<file path="config.mk">
export PLATFORM = sky130hd
export DESIGN_NAME = uart_tx
export DESIGN_NICKNAME = d
export VERILOG_FILES = /design/src/rtl/uart_tx.sv
export SDC_FILE = /design/constraint.sdc
export NUM_CORES = 1
export LEC_CHECK = 0
export ABC_AREA = 1
export ABC_CLOCK_PERIOD_IN_PS = 1470
export CELL_PAD_IN_SITES_DETAIL_PLACEMENT = 1
export CELL_PAD_IN_SITES_GLOBAL_PLACEMENT = 2
export CORE_ASPECT_RATIO = 0.5
export CORE_MARGIN = 1.5
export CORE_UTILIZATION = 28
export CTS_CLUSTER_SIZE = 14
export DETAILED_ROUTE_END_ITERATION = 10
export PLACE_DENSITY_LB_ADDON = 0.1
export SLEW_MARGIN = 20
export SYNTH_ARGS = -nofsm -noshare
export SYNTH_HDL_FRONTEND = slang
export SYNTH_SLANG_ARGS = --single-unit
</file>
<file path="constraint.sdc">
create_clock -name CLK -period 1.47 [get_ports CLK]
set_clock_uncertainty 0.15 [all_clocks]
set_input_delay 0.441 -clock CLK [delete_from_list [all_inputs] [get_ports CLK]]
set_output_delay 0.441 -clock CLK [all_outputs]
set_load 0.01 [all_outputs]
</file>
<file path="src/rtl/uart_tx.sv">
// UART transmitter: start bit, DATA_WIDTH data bits LSB first, optional parity, stop bit(s),
// each bit held for `prescale` clocks. Define UART_TX_TWO_STOP_EN for two stop bits.
module uart_tx #(
  parameter int DATA_WIDTH     = 8,
  parameter int PRESCALE_WIDTH = 6
) (
  input  logic                      CLK,
  input  logic                      RST,
  input  logic [DATA_WIDTH-1:0]     P_DATA,
  input  logic                      Data_Valid,
  input  logic                      PAR_EN,
  input  logic                      PAR_TYP,
  input  logic [PRESCALE_WIDTH-1:0] prescale,
  output logic                      TX_OUT,
  output logic                      busy,
  output logic [2:0]                dbg_state
);

  localparam int IDX_W = (DATA_WIDTH > 1) ? $clog2(DATA_WIDTH) : 1;

  typedef enum logic [2:0] {
    IDLE   = 3'd0,
    START  = 3'd1,
    DATA   = 3'd2,
    PARITY = 3'd3,
    STOP   = 3'd4
  } state_t;

  // Handshake: Data_Valid is a request sampled on a rising edge only while busy=0;
  // that edge is the acceptance, and busy stays high until the last stop cycle ends.

  state_t                    state, state_nxt;
  logic [PRESCALE_WIDTH-1:0] cnt, cnt_nxt;
  logic [PRESCALE_WIDTH-1:0] p_last, p_last_nxt;
  logic [IDX_W-1:0]          idx, idx_nxt;
  logic [DATA_WIDTH-1:0]     data_q, data_nxt;
  logic                      par_en_q, par_en_nxt;
  logic                      par_typ_q, par_typ_nxt;
  logic                      tx_nxt, busy_nxt;
  logic                      cnt_done, parity_bit;
`ifdef UART_TX_TWO_STOP_EN
  logic                      stop2_q, stop2_nxt;
`endif

  assign cnt_done   = (cnt == p_last);
  assign parity_bit = (^data_q) ^ par_typ_q;
  assign dbg_state  = state;

  always_comb begin
    state_nxt   = state;
    cnt_nxt     = cnt;
    p_last_nxt  = p_last;
    idx_nxt     = idx;
    data_nxt    = data_q;
    par_en_nxt  = par_en_q;
    par_typ_nxt = par_typ_q;
    tx_nxt      = TX_OUT;
    busy_nxt    = busy;
`ifdef UART_TX_TWO_STOP_EN
    stop2_nxt   = stop2_q;
`endif
    if (state == IDLE) begin
      tx_nxt   = 1'b1;
      busy_nxt = 1'b0;
      if (Data_Valid) begin
        data_nxt    = P_DATA;
        par_en_nxt  = PAR_EN;
        par_typ_nxt = PAR_TYP;
        // A prescale of zero behaves as one cycle per bit.
        p_last_nxt  = (prescale == '0) ? '0 : prescale - PRESCALE_WIDTH'(1);
        cnt_nxt     = '0;
        state_nxt   = START;
        tx_nxt      = 1'b0;
        busy_nxt    = 1'b1;
      end
    end else if (!cnt_done) begin
      cnt_nxt = cnt + PRESCALE_WIDTH'(1);
    end else begin
      cnt_nxt = '0;
      case (state)
        START: begin
          state_nxt = DATA;
          idx_nxt   = '0;
          tx_nxt    = data_q[0];
        end
        DATA: begin
          if (idx == IDX_W'(DATA_WIDTH - 1)) begin
            if (par_en_q) begin
              state_nxt = PARITY;
              tx_nxt    = parity_bit;
            end else begin
              state_nxt = STOP;
              tx_nxt    = 1'b1;
            end
          end else begin
            idx_nxt = idx + IDX_W'(1);
            tx_nxt  = data_q[idx_nxt];
          end
        end
        PARITY: begin
          state_nxt = STOP;
          tx_nxt    = 1'b1;
        end
        STOP: begin
`ifdef UART_TX_TWO_STOP_EN
          if (!stop2_q) begin
            stop2_nxt = 1'b1;
          end else begin
            stop2_nxt = 1'b0;
            state_nxt = IDLE;
            busy_nxt  = 1'b0;
          end
`else
          state_nxt = IDLE;
          busy_nxt  = 1'b0;
`endif
          tx_nxt = 1'b1;
        end
        default: begin
          state_nxt = IDLE;
          tx_nxt    = 1'b1;
          busy_nxt  = 1'b0;
        end
      endcase
    end
  end

  always_ff @(posedge CLK or negedge RST) begin
    if (!RST) begin
      state     <= IDLE;
      cnt       <= '0;
      p_last    <= '0;
      idx       <= '0;
      data_q    <= '0;
      par_en_q  <= 1'b0;
      par_typ_q <= 1'b0;
      TX_OUT    <= 1'b1;
      busy      <= 1'b0;
`ifdef UART_TX_TWO_STOP_EN
      stop2_q   <= 1'b0;
`endif
    end else begin
      state     <= state_nxt;
      cnt       <= cnt_nxt;
      p_last    <= p_last_nxt;
      idx       <= idx_nxt;
      data_q    <= data_nxt;
      par_en_q  <= par_en_nxt;
      par_typ_q <= par_typ_nxt;
      TX_OUT    <= tx_nxt;
      busy      <= busy_nxt;
`ifdef UART_TX_TWO_STOP_EN
      stop2_q   <= stop2_nxt;
`endif
    end
  end

endmodule

</file>
==> results by group, run 1 <==
Status
  • Status: finished with violations
  • Failing checks: setup timing

Die
  • Die H: 58.4 microns
  • # rows: 19
  • Die width: approximately 110 microns
  • Core Area: roughly 5700 sq um
  • Die Area: 6650 sq um
  • Initial Utilization: 30.1%
  • Io pins: 24

Worst setup path
  • Worst R2R Path Depth: 8
  • R2r setup slk: -0.11 ns
  • Worst r2r dst: dbg_state[2]
  • CP endpoint kind: register
  • CP Class: register to register
  • Crit path DAT: 1.60 ns
  • Crit start category: register
  • Worst r2r src: cnt[1]
  • CP required: 1.49 ns
  • Critical path fanouts, max: 5

Clocking
  • Clock-pin transition on the worst setup and hold timing paths: 0.06 ns
  • Clock root cell: clkbuf_16
  • CTS tree: done
  • H-tree depth: 2
  • CTS sink cnt: 30
  • Post-CTS Hold Fix Bufs: 0
  • CTS buffer count: 5
  • Clk_lat worst skew: 0.28 ns
  • Max Root-Sink Buffers: 2

Timing
  • FMAX: between 0.6 and 0.7 GHz
  • Final worst path period share: 108%
  • Final number of max-transition violations: 0
  • Worst-Margin Slew: 0.262 ns
  • Fin. Hold Viols: 0
  • Setup WS post-layout: -0.111 ns
  • Hold slack: 0.334 ns
  • RSZ-0062 raised after global routing: yes
  • Fin crit period: 1.58 ns
  • Slew margin rel.: 82.5%
  • Setup-failing EPs final: 27

Route
  • DRC: 0
  • Antenna viol nets, final: 0
  • First-iteration detailed-routing DRC count: 42
  • Vias per Instance: 4.54
  • Wire per inst: 13.7 microns
  • Via Count: 1,693
  • Drt first pass iters: 4
  • WL final: 5130 microns

Power and ir drop
  • Pint: 3.44 mW
  • Sw Ratio: roughly two fifths
  • Share of power burned in registers: 25.7%
  • P_sw: 2.32 mW
  • Maximum VDD drop: 738 uV
  • P_leak: 1.36 nW
  • Pwr dens: between 2000 and 2500 nW/um^2
  • Comb power frac: 56.0%
  • Clock share of power: 18.3%

GRT
  • Initial antenna violation count: 0
  • GR Util met2: about a quarter
  • Vias in the first global route: 1,744
  • First-pass GRT wire length: 7860 microns
  • Largest net degree at the start of global routing: 31
  • Grt met1 use: 18.9%
  • Met3 GRT Util: 5.25%
  • Global Route Usage Sum: 15.6%
  • GR Overflow Total: 0
  • GR peak layer: met2

Cells and area
  • Register area: 752 sq um
  • Commonest non-fill, non-tap cell in the layout: nand2_1
  • Area Growth Syn to Fin: 65.3%
  • Ant diodes: 0
  • Layout Utilization: roughly half
  • Commonest cells after routing, fill and taps aside: nand2_1 (53), buf_4 (40), dfrtp_1 (29)
  • Share of layout cells above drive strength 1: around two fifths
  • FILL cells: about 700
  • Nets@finish: roughly 320
  • Multi-input gate area: 1030 sq um

Min path
  • Hold_sp: busy
  • Hold EP: busy
  • Min-delay worst type: register to register
  • Hold path depth: 2

Synthesis
  • Distinct cells, synth: 27
  • Seq/Total Area, Yosys: 43.7%
  • Post-Synthesis Cells: 220
  • Mapped cell area: 1720 sq um
  • Post-synthesis area per instance: 7.81 sq um
  • Post-Syn Nets: 244
  • Synth warnings: 0
  • Synth Register Bits: 30

Place
  • Routability cong.: 0.716
  • Detail Placement HPWL: 3570 microns
  • Port Buffers: 23

Job
  • Maxcap violations: 0
## synth_stat cells
master	instances	area, sq um
nand2_2	2	12.5
nand2_1	67	251
nand2_4	1	11.3
nor2_4	1	11.3
nor3_1	2	10.0
ha_1	5	62.6
nor2_2	3	18.8
a21oi_1	6	30.0
nand3_1	10	50.1
nand3b_4	1	20.0
o21ai_0	19	95.1
o22ai_1	5	31.3
a21oi_2	1	8.76
dfrtp_1	29	726
xnor2_1	3	26.3
inv_1	29	109
dfstp_2	1	26.3
o21ai_2	3	26.3
inv_2	1	3.75
buf_2	2	10.0
o21ai_1	4	20.0
nand3_2	1	10.0
o211ai_1	1	7.51
nor3_2	1	10.0
xor2_1	9	78.8
o31ai_1	1	7.51
nor2_1	12	45.0
## through the flow
step / TNS [ns] / instances / cell area, sq um / total power, mW / setup WS, ns
finish: -1.10 / 373 / 2840 / 5.76 / -0.111
detailed placement: -8.37 / 352 / 2360 / 4.01 / -0.455
global placement: -7.67 / 352 / 2360 / 3.93 / -0.406
global route: -3.34 / 373 / 2840 / 6.21 / -0.224
floorplan: 0 / 220 / 1750 / 2.95 / 0.00857
CTS: -1.34 / 368 / 2620 / 5.35 / -0.0919
## area by class of cell
cell class | instances | area share [%]
tap | 73 | 3.21
multi-input combinational | 158 | 36.4
sequential | 30 | 26.5
timing repair buffer | 74 | 24.4
clock buffer | 7 | 5.02
clock inverter | 1 | 0.176
inverter | 30 | 4.27
## registers in the layout, summed over array words and instances, names as in the netlist
name and flops:
data_q 8, cnt 6, p_last 6, dbg_state 3
idx 3, TX_OUT 1, busy 1, par_en_q 1
par_typ_q 1
## what timing repair did
action,CTS,global route
gates cloned,0,2
pin swaps,11,10
gates resized for setup,52,51
hold endpoints to repair,0,0
endpoints found under the setup margin,34,33
setup buffers,8,3
## cell families (layout without fill, tap and decap cells)
| logic type | after synthesis | in the layout | share of synthesized area (%) |
|---|---|---|---|
| and+or+nand+nor | 101 | 101 | 26.2 |
| AOI/OAI and AO/OA | 40 | 40 | 13.2 |
| buffers and inverters | 32 | 112 | 7.13 |
| DFF | 30 | 30 | 43.7 |
| xor gates and xnor gates | 12 | 12 | 6.11 |
| adders and majority gates | 5 | 5 | 3.64 |
## metal layers
layer	up-vias	wire length, microns	part of all wire (%)
met5	-	0	0
met4	0	59	1.2
met3	6	188	3.7
met2	18	2440	48
met1	805	2440	48
li1	864	-	-
## worst max path at each step
stage                      startpoint            to  cells after the start
final                          cnt[1]  dbg_state[2]                      8
after global routing           idx[0]        TX_OUT                     11
after CTS                   p_last[0]  dbg_state[1]                      7
after detailed placement  prescale[0]     p_last[4]                      7
after global placement    prescale[0]     p_last[4]                      7
after floorplan                idx[0]        TX_OUT                     11
## power groups by stage
stage	clock network, mW	registers (mW)	logic [mW]
after floorplan	0	1.50	1.45
after global placement	0	1.48	2.45
after detailed placement	0	1.49	2.52
after CTS	1.07	1.48	2.80
after global routing	1.13	1.52	3.56
final	1.05	1.48	3.22
## worst max-delay path, cell delays in order, from the launching register on
cell,delay [ns]
dfrtp_1,0.40
inv_1,0.08
nand2_1,0.08
a21oi_2,0.17
nand3_2,0.15
nand2_4,0.14
nand3b_4,0.14
nand2_2,0.10
o21ai_2,0.06
(Power assumes the default switching activity.)
==> run 2: changes to the inputs <==
--- a/config.mk
+++ b/config.mk
@@ -7,6 +7,7 @@
 export LEC_CHECK = 0
 export ABC_AREA = 1
 export ABC_CLOCK_PERIOD_IN_PS = 1470
+export CAP_MARGIN = 20
 export CELL_PAD_IN_SITES_DETAIL_PLACEMENT = 1
 export CELL_PAD_IN_SITES_GLOBAL_PLACEMENT = 2
 export CORE_ASPECT_RATIO = 0.5
==> results of run 2 <==
Final layout, timing and power as in run 1 (identical DEF).
